## src/rtl/arith_pipe_hs.sv

```systemverilog
// arith_pipe_hs: three-stage valid/ready arithmetic pipeline.
// Default mode computes F = ((A+B)+(C-D))*D. Each stage stalls only when it
// holds a valid item that downstream cannot take, so the pipe runs at one
// item per clock. D and the mode bits travel with their own item.
module arith_pipe_hs #(
  parameter int W  = 10,
  parameter int PW = 2*W
) (
  input  logic          clk,
  input  logic          rst,
  input  logic          in_valid,
  output logic          in_ready,
  input  logic [W-1:0]  a,
  input  logic [W-1:0]  b,
  input  logic [W-1:0]  c,
  input  logic [W-1:0]  d,
  input  logic [1:0]    op,
  output logic          out_valid,
  input  logic          out_ready,
  output logic [PW-1:0] f,
  output logic          busy
);

  // Wide enough to hold the full W*W product, or PW if PW is larger.
  localparam int MW = (PW > 2*W) ? PW : 2*W;

  logic          v1_q, v2_q, v3_q;
  logic          en1, en2, en3;

  logic [W-1:0]  x1_q, x2_q, d1_q;
  logic [1:0]    op1_q;
  logic [W-1:0]  x1_d, x2_d;

  logic [W-1:0]  x3_q, d2_q;
  logic          byp2_q;
  logic [W-1:0]  x3_d;

  logic [PW-1:0] f_q, f_d;

  // Stage enables: a stage may advance if it is empty or its successor advances.
  always_comb begin
    en3 = !v3_q | out_ready;
    en2 = !v2_q | en3;
    en1 = !v1_q | en2;
  end

  assign in_ready  = en1;
  assign out_valid = v3_q;
  assign f         = f_q;
  assign busy      = v1_q | v2_q | v3_q;

  // Next-state datapath for all three stages (all arithmetic wraps at 2^W
  // except the final product, which is truncated to PW bits).
  always_comb begin
    x1_d = a + b;
    x2_d = c - d;
    x3_d = op1_q[0] ? (x1_q - x2_q) : (x1_q + x2_q);
    f_d  = byp2_q ? PW'(x3_q) : PW'(MW'(x3_q) * MW'(d2_q));
  end

  // Stage 1: data loads only with a valid input so idle cycles leave it untouched.
  always_ff @(posedge clk or posedge rst) begin
    if (rst) begin
      v1_q  <= 1'b0;
      x1_q  <= '0;
      x2_q  <= '0;
      d1_q  <= '0;
      op1_q <= '0;
    end else if (en1) begin
      v1_q <= in_valid;
      if (in_valid) begin
        x1_q  <= x1_d;
        x2_q  <= x2_d;
        d1_q  <= d;
        op1_q <= op;
      end
    end
  end

  // Stage 2: add/subtract the two partial sums, carry D and bypass flag along.
  always_ff @(posedge clk or posedge rst) begin
    if (rst) begin
      v2_q   <= 1'b0;
      x3_q   <= '0;
      d2_q   <= '0;
      byp2_q <= 1'b0;
    end else if (en2) begin
      v2_q <= v1_q;
      if (v1_q) begin
        x3_q   <= x3_d;
        d2_q   <= d1_q;
        byp2_q <= op1_q[1];
      end
    end
  end

  // Stage 3: multiply by the item's own D (or bypass); gating on v2 keeps f
  // at zero until the first real result arrives.
  always_ff @(posedge clk or posedge rst) begin
    if (rst) begin
      v3_q <= 1'b0;
      f_q  <= '0;
    end else if (en3) begin
      v3_q <= v2_q;
      if (v2_q) f_q <= f_d;
    end
  end

endmodule

```

## config.mk

```make
export PLATFORM = sky130hd
export DESIGN_NAME = arith_pipe_hs
export DESIGN_NICKNAME = d
export VERILOG_FILES = /design/src/rtl/arith_pipe_hs.sv
export SDC_FILE = /design/constraint.sdc
export NUM_CORES = 1
export LEC_CHECK = 0
export BUFFER_PORTS_ARGS = -buffer_cell sky130_fd_sc_hd__clkbuf_2
export CAP_MARGIN = 5
export CORE_MARGIN = 2
export CORE_UTILIZATION = 40
export CTS_BUF_LIST = sky130_fd_sc_hd__clkbuf_8
export DETAILED_ROUTE_END_ITERATION = 8
export GPL_TIMING_DRIVEN = 0
export HOLD_SLACK_MARGIN = 0.03
export SLEW_MARGIN = 30
export SYNTH_ARGS = -nofsm -noshare
export SYNTH_HDL_FRONTEND = slang
export SYNTH_SLANG_ARGS = --single-unit
```

## constraint.sdc

```tcl
create_clock -name clk -period 9.95 [get_ports clk]
set_input_delay 1.4925 -clock clk [delete_from_list [all_inputs] [get_ports clk]]
set_output_delay 1.4925 -clock clk [all_outputs]
set_load 0.02 [all_outputs]
```

==> metrics list, run 1 <==
- Number of antenna violations at the first check in global routing: 0
* Register area share after synthesis: approximately 25%
- After global routing, the most crowded layer is met2.
- The area growth from synthesis to layout is 11.7%.
- YS warnings: 0
- Post-CTS repair changed the size of 0 cells.
- Summed over all instances, the cell type with the most area after synthesis is dfrtp_1.
- Summed over all failing endpoints, the final setup total negative slack is 0 ns.
- The share of synthesized area in the top cell type comes to between 20 and 30%.
- Number of global-route vias before repair: a little under 6k
- DRT iter0 DRCs: 148
* Cells along the critical path: clkbuf_1 > nand2_1 > fa_1 > inv_1 > fa_1 > inv_1 > fa_1 > inv_1 > fa_1 > inv_1 > fa_1 > inv_1 > ha_1 > and4_1 > o21a_1 > a2111oi_4 > nor2_2 > a221o_1 > xor2_1 > a22o_1
- In the global route stage, met2 resource usage came out at between 30% and 40%.
* Slowest cell on the critical path: fa_1
* Crit path arrival time: just over 6 ns
- Maximum clock insertion buffer count: 2
- For this configuration, the core starts out at a cell density of between 40% and 50%.
- From left edge to right edge, the die measures roughly 140 µm.
- Finish-stage setup viols: 0
- Setup Fix Bufs, Post-CTS: 0
- Using the TritonRoute via totals, the vias-per-cell ratio works out to 5.04.
- Skew final: about 0.018 ns
* GRT overflow: 0
* Number of synthesized register bits: 76
- The final critical path takes up around three fifths of the cycle.
- Die Ht: approximately 140 µm
* TritonCTS clock tree: done
- Die area: between 15,000 and 20,000 µm²
* Highest attainable clock frequency: 169 MHz
- Worst path max stage delay: 0.54 ns
- Entering global routing, the biggest net connects 62 pins.
- The count of buffers added on input and output ports is 68.
- In this run, distinct cell masters in the synthesized netlist total 56.
* Worst hold-check slack: ~0.47 ns
- In this run, CTS created clock tree buffers numbering 9.
- Global routing used approximately 2.8% of the available met3 tracks.
- CTS Sinks: 76
- Synthesis produced a netlist with a net count of 985.
- Status: completed
- For this run, the detailed router's first-pass iteration total came to 6.
- In this run the remaining antenna-violating nets after routing total 0.
* Number of standard cells after synthesis: between 700 and 800
* Clock root buffer: clkbuf_8
* Critical Path End Type: register
- Routability congestion estimate: roughly 0.84
- Maximum capacitance violations: 0
- Total track usage: about 18%
- Placed wire-length estimate after detailed placement: 13,500 µm
- Global-route wire length before repair: ~29,000 µm
* Setup repair after global routing missed its margin: false
- By startpoint and endpoint, the worst setup path is classified as register to register.
* Number of nets in the final layout: ~1.1k
- Cell Rows: 50
- Skew-Pair Late Insertion Delay: roughly 0.39 ns
* Ratio of cells with drive above 1 in the final layout: between 10 and 15%
- In this run, synthesis inferred 0 flip-flops with an integrated enable.
- Hold repair after CTS inserted 0 buffers.
- Averaged over all synthesized cells, the footprint is ~9.5 µm².
- After synthesis, the share of flip-flops with an asynchronous set or reset is 100%.
- Ant. Diodes: 0
- Dividing the detail-routed wire length by the instance count gives around 15 µm.
* Routed via count: approximately 5.6k
* Met1 capacity usage during global routing: 25.0%
- In the synthesized netlist the dominant register cell turns out to be dfrtp_1.
- The number of hold violations in the final report came to 0.
* Boundary pin count: 69
- Max Transition Viols Final: 0
* Area of the core region: 18,500 µm²
- Area of the mapped netlist: 7500 µm²
- The final layout contains routed wiring with a total length of approximately 17,000 µm.
* Actual slew at the worst max-slew pin: ~0.63 ns
- # DRC: 0
- Biggest fanout along the worst timing path: 10
* Final Critical Period: 5.92 ns
- At the worst endpoint, the required time is between 10 and 15 ns.
- In this run the tightest slew margin relative to its limit is 57.9%.
- Register clock-pin slew on the reported worst setup and hold paths: around 0.090 ns
* Path class of the lowest-slack min-delay path: register to register
* Type of element launching the critical path: register
- CTS built an H-tree with a depth of 3.
* Cell types occupying the most area after synthesis: dfrtp_1 (25%), fa_1 (17%), ha_1 (14%)
## placed cells by master, fill, tap and decap left out, drive strengths merged, types with 4 or more instances in the layout
cell and count:
nor2 20, o31ai 4, a21o 20, and2 64, nand2b 10, a21oi 30
o21ai 56, nand3 7, xnor2 31, nor3 6, o21a 6, mux2i 4
clkbuf 112, xor2 17, fa 65, a22o 7, ha 83, nor2b 6
buf 6, mux2 18, nand2 96, inv 80, o21bai 4, dfrtp 76
## sequential cells by signal, indices dropped and copies added (netlist names)
name and count:
byp2_q 1, d1_q 10, d2_q 10, f 20, op1_q 2, out_valid 1, v1_q 1, v2_q 1
x1_q 10, x2_q 10, x3_q 10
## cells in the mapped netlist, drive strengths merged, types with 10 or more instances
cell    number
a21o        20
a21oi       30
and2        64
clkbuf      33
dfrtp       76
fa          65
ha          83
inv         78
mux2        18
nand2       96
nand2b      10
nor2        20
o21ai       56
xnor2       31
xor2        17
## path summary, 6_finish.rpt
| path | startpoint | to | slack, ns | depth (start not counted) |
|---|---|---|---|---|
| setup / recovery | x3_q[6]$_DFFE_PP0P_ | f[18]$_DFFE_PP0P_ | 4.03 | 20 |
| hold / removal | d1_q[6]$_DFFE_PP0P_ | d2_q[6]$_DFFE_PP0P_ | 0.47 | 1 |
| setup reg to reg | x3_q[6]$_DFFE_PP0P_ | f[18]$_DFFE_PP0P_ | 4.03 | 20 |
| hold reg to reg | d1_q[6]$_DFFE_PP0P_ | d2_q[6]$_DFFE_PP0P_ | 0.47 | 1 |
| max in group asynchronous | rst | d2_q[9]$_DFFE_PP0P_ | 8.38 | 3 |
| min in group asynchronous | rst | f[4]$_DFFE_PP0P_ | 1.01 | 2 |
## worst max-delay path: cells and delay by family (launching register included)
family,cells,cell delay (ns)
xor gates and xnor gates,1,0.14
AOI/OAI and AO/OA,4,1.13
adders and majority gates,6,2.89
buffers and inverters,6,0.74
and+or+nand+nor,3,0.48
DFF,1,0.43
## routing by layer
layer	up-vias	part of all wire, %
met2	59	47
met4	0	1.3
met1	2731	49
met5	-	0
li1	2788	-
met3	19	2.1
## per-stage QoR
| step | area, µm² | util (%) | cells | setup slack [ns] |
|---|---|---|---|---|
| 2_1_floorplan | 7500 | - | 791 | 4.65 |
| 3_3_place_gp | 8130 | 43.9 | 1093 | 4.06 |
| 4_1_cts | 8370 | 45.2 | 1110 | 4.03 |
| 5_1_grt | 8370 | 45.2 | 1110 | 3.80 |
| 6_report | 8370 | 45.2 | 1110 | 4.03 |
| 3_5_place_dp | 8160 | 44.1 | 1094 | 4.05 |
## layout make-up
cell class	instances	area (µm²)
tap	234	293
sequential	76	1900
multi-input combinational	599	5150
buffer	38	149
fill	1860	10100
inverter	78	298
timing repair buffer	69	368
clock inverter	5	58.8
clock buffer	11	151
## cells by family (layout without fill, tap and decap cells)
group / Yosys count / after routing / share of synthesized area, %
AOI/OAI and AO/OA: 150 / 150 / 13.1
xor gates and xnor gates: 48 / 48 / 5.61
adders and majority gates: 148 / 148 / 31.2
buffers and inverters: 116 / 201 / 5.89
DFF: 76 / 76 / 25.4
muxes: 22 / 22 / 3.24
and+or+nand+nor: 231 / 231 / 15.6
Power of run 1 is left out: the tool's default activity adds up to more than one toggle a clock period on the data nets, which glitch-free logic cannot reach.
==> inputs of run 2 (changes only) <==
--- a/config.mk
+++ b/config.mk
@@ -5,6 +5,7 @@
 export SDC_FILE = /design/constraint.sdc
 export NUM_CORES = 1
 export LEC_CHECK = 0
+export ABC_AREA = 1
 export BUFFER_PORTS_ARGS = -buffer_cell sky130_fd_sc_hd__clkbuf_2
 export CAP_MARGIN = 5
 export CORE_MARGIN = 2
==> constraint.sdc (replaced) <==
create_clock -name clk -period 6.2 [get_ports clk]
set_input_delay 0.93 -clock clk [delete_from_list [all_inputs] [get_ports clk]]
set_output_delay 0.93 -clock clk [all_outputs]
set_load 0.02 [all_outputs]
==> run 2 against run 1 <==
Maximum frequency rose by 10%. Final area up 6.5%. Sequential share of layout area is 1.4 points lower. Register-to-register slack worse by 3.2 ns. Global-route usage grew 0.58 points. Worst setup slack lost 3.2 ns. Via count is 22% higher. Sequential cell count is the same.
==> metrics list, run 2 <==
- The run finished with clean final reports.
* Maximum clock insertion buffer count: 2
- STA puts the critical path data arrival time at about 5.6 ns.
- Adder and majority gate portion of the synthesized area: approximately 29%
- Top delay family on crit path: adder cells
- The synthesized netlist devotes around 7.6% of its cell area to compound gates.
* Number of standard cells after synthesis: between 1k and 1.5k
- Routability congestion estimate: 0.886
* Worst path bufs/invs: 6
- In this run the worst hold path is classified as register to register.
- Startpoint of the lowest-slack hold path: d1_q[2]$_DFFE_PP0P_
- CTS saw 76 sinks.
- For this run the aggregate overflow at the end of global routing stands at 0.
- Die area: around 21,000 µm²
- Share of synthesized registers carrying an async set or reset: 100%
- Area taken by multi-input logic gates: slightly above 5000 µm²
- Commonest non-fill, non-tap cell in the layout: nand2_1
* Number of global-route vias before repair: about 6.5k
- Before antenna repair, the detailed router went through 5 iterations.
* Ant. Diodes: 0
- Worst path max stage delay: between 0.6 and 0.7 ns
* Setup Fix Bufs, Post-CTS: 0
* Maximum number of pins on one net before global-route repair: 55
- The routed design has between 15,000 and 20,000 µm of wire.
- Worst r2r dst: f[15]$_DFFE_PP0P_
* Cells along the critical path: clkbuf_1 > nand2_1 > fa_1 > inv_1 > fa_1 > inv_1 > fa_1 > inv_1 > fa_1 > inv_1 > fa_1 > inv_1 > ha_1 > nand2_1 > nand2_1 > a21oi_2 > nor2_1 > nor2_1 > nand3b_1 > nand3_1 > nand2_1
- Fraction of post-synthesis cell area in the top cell type by area: 23.7%
- TritonCTS clock tree: done
- The number of different library cells used by synthesis comes to 34.
* Highest-count cells in the layout ignoring fill and taps: nand2_1 (348), inv_1 (216), ha_1 (83)
* Post-synthesis share of cell area spent on and, or, nand and nor gates: about a quarter
- Skew-Pair Late Insertion Delay: 0.36 ns
* Register clock-pin slew on the reported worst setup and hold paths: ~0.080 ns
- Measured along the y axis, the die boundary spans around 150 µm.
- The worst hold path terminates at d2_q[2]$_DFFE_PP0P_.
- Maximum capacitance violations: 0
* Seq. cell area: roughly 1900 µm²
* Max Transition Viols Final: 0
- Averaged over all synthesized cells, the footprint is approximately 7.4 µm².
* Routed via count: slightly below 7k
* Critical register-to-register path startpoint: x3_q[5]$_DFFE_PP0P_
- Derived from the worst setup path, the maximum achievable clock frequency is roughly 190 MHz.
- The first global-routing pass estimated roughly 32,000 µm of wire.
* TNS Setup: 0 ns
- 69 I/O pins were placed.
- YS warnings: 0
- Type of element launching the critical path: register
- Finish-stage setup viols: 0
* Chip width: roughly 150 µm
* Number of synthesized register bits: 76
* Skew final: about 0.0066 ns
* Number of nets in the final layout: between 1k and 1.5k
- By area the synthesized netlist is led by dfrtp_1 (24%), nand2_1 (16%), fa_1 (16%).
* Post-synth top flop: dfrtp_1
- Depth of the most critical reg-to-reg path: 21
- Post-cts repair resize count: 0
- Counting instances, the worst hold path has a depth of 2.
* Initial Utilization: around 41%
- After detailed routing, the number of remaining DRC violations is 0.
* Number of antenna violations at the first check in global routing: 0
* Most instantiated library cell after synthesis: nand2_1
- Clock root buffer: clkbuf_8
* Area of the mapped netlist: about 8000 µm²
- Register area share after synthesis: roughly a quarter
* Post-DR wirelength/cell: ~14 µm
* Growth of design area from synthesis to finish: 10.9%
* Biggest fanout along the worst timing path: 10
* CP Data Required Time: 6.45 ns
* Actual slew at the worst max-slew pin: just under 0.8 ns
- Number of port buffers: slightly below 70
- Number of hold buffers added after CTS: 0
- In this run, synthesis inferred 0 flip-flops with an integrated enable.
- Among all stages on the critical path, the largest delay is contributed by clkbuf_1.
* Post-synthesis mux area share: 0%
* Final Critical Period: 5.38 ns
* Leading area contributor after synthesis: dfrtp_1
- Parity-gate share of the synthesized area counting xor and xnor cells: ~3.0%
- Ranking of synthesized cells by instance count: nand2_1 (348), inv_1 (214), ha_1 (83)
- Detailed placement finished with a half-perimeter wire length of 15,800 µm.
* Largest family of logic cells by synthesized area: adder cells
* Final Hold Viols: 0
- Of the available clock period, the critical path in the final layout requires slightly below 90%.
- Total track usage: 18.7%
- The number of nets handed over by synthesis was between 1k and 1.5k.
- In this run the number of H-tree levels came out at 3.
- Area of the core region: 19,600 µm²
* Critical Path End Type: register
- Via/cell ratio: 4.75
- The critical path is of the register to register type.
- Counting the fill cells in the layout gives 2,055.
- The count of nets left with antenna violations once routing finished came out at 0.
* Reg-to-reg setup timing slack: roughly 0.82 ns
- The floorplan has between 50 and 60 rows.
* Clock buffers created by TritonCTS: 9
- Setup repair after global routing left no endpoint under its margin.
- In this run, the number of DRC markers left after iteration 0 of detailed routing was 302.
* Flip-flop count of the largest register after layout: 20
- In this run the tightest slew margin relative to its limit is a little under half.
* Ratio of cells with drive above 1 in the final layout: approximately a tenth
-- run 2: cell count changes in the layout (fill, tap and decap cells not counted), sizes merged, moves of 10 or more --
cell / previous run / this run
mux2: 18 / 0
nand2: 96 / 357
nand3b: 0 / 10
inv: 80 / 219
nor2: 20 / 50
and2: 64 / 0
a31oi: 3 / 13
nand3: 7 / 47
nand2b: 10 / 0
a21o: 20 / 3
xnor2: 31 / 13
clkbuf: 112 / 101
-- run 2: worst register-to-register path, cell delays in order (launching register included) --
cell and delay (ns):
dfrtp_1 0.37, clkbuf_1 0.61, nand2_1 0.17, fa_1 0.57
inv_1 0.05, fa_1 0.49, inv_1 0.05, fa_1 0.47
inv_1 0.07, fa_1 0.53, inv_1 0.05, fa_1 0.57
inv_1 0.05, ha_1 0.37, nand2_1 0.10, nand2_1 0.09
a21oi_2 0.19, nor2_1 0.06, nor2_1 0.12, nand3b_1 0.10
nand3_1 0.11, nand2_1 0.06
-- run 2: worst max-delay path by stage --
stage / cells past startpoint / from / endpoint / slack, ns
5_1_grt: 22 / x3_q[5]$_DFFE_PP0P_ / f[19]$_DFFE_PP0P_ / 0.51
2_1_floorplan: 21 / x3_q[5]$_DFFE_PP0P_ / f[15]$_DFFE_PP0P_ / 1.61
4_1_cts: 21 / x3_q[5]$_DFFE_PP0P_ / f[15]$_DFFE_PP0P_ / 0.82
6_report: 21 / x3_q[5]$_DFFE_PP0P_ / f[15]$_DFFE_PP0P_ / 0.82
3_5_place_dp: 21 / x3_q[5]$_DFFE_PP0P_ / f[15]$_DFFE_PP0P_ / 0.85
3_3_place_gp: 21 / x3_q[5]$_DFFE_PP0P_ / f[15]$_DFFE_PP0P_ / 0.86
-- run 2: cells by family (layout without fill, tap and decap cells) --
group | after synthesis | after routing
AND/OR/NAND/NOR | 479 | 479
AO/OA/AOI/OAI | 108 | 108
adder cells (fa/ha/maj) | 148 | 148
buffers and inverters | 250 | 334
XOR/XNOR | 28 | 28
flip-flops | 76 | 76
-- run 2: cell type report --
type | instances | share of cell area [%]
flip-flops and latches | 76 | 21.3
repair buffers | 69 | 4.13
inverters | 217 | 9.19
well taps | 265 | 3.72
clock inverters | 4 | 0.210
clock buffers | 11 | 1.70
plain buffers | 33 | 1.68
multi-input cells | 763 | 58.0
-- run 2: routing by layer --
layer	vias up	GRT usage, %	routed length [µm]
li1	3492	-	-
met1	3200	25.0	8940
met2	119	32.5	9590
met3	17	2.73	708
met4	0	3.38	202
met5	-	0	0
-- run 2: per-stage QoR --
step	area (µm²)	util (%)	worst slack, ns	hold slack [ns]	std cells
after floorplan	8040	-	1.61	0.442	1089
after global placement	8710	44.5	0.858	0.460	1422
after detailed placement	8750	44.6	0.846	0.464	1423
after CTS	8920	45.5	0.819	0.485	1438
after global routing	8920	45.5	0.513	0.499	1438
final	8920	45.5	0.820	0.478	1438
Power of run 2 is left out for the same reason.
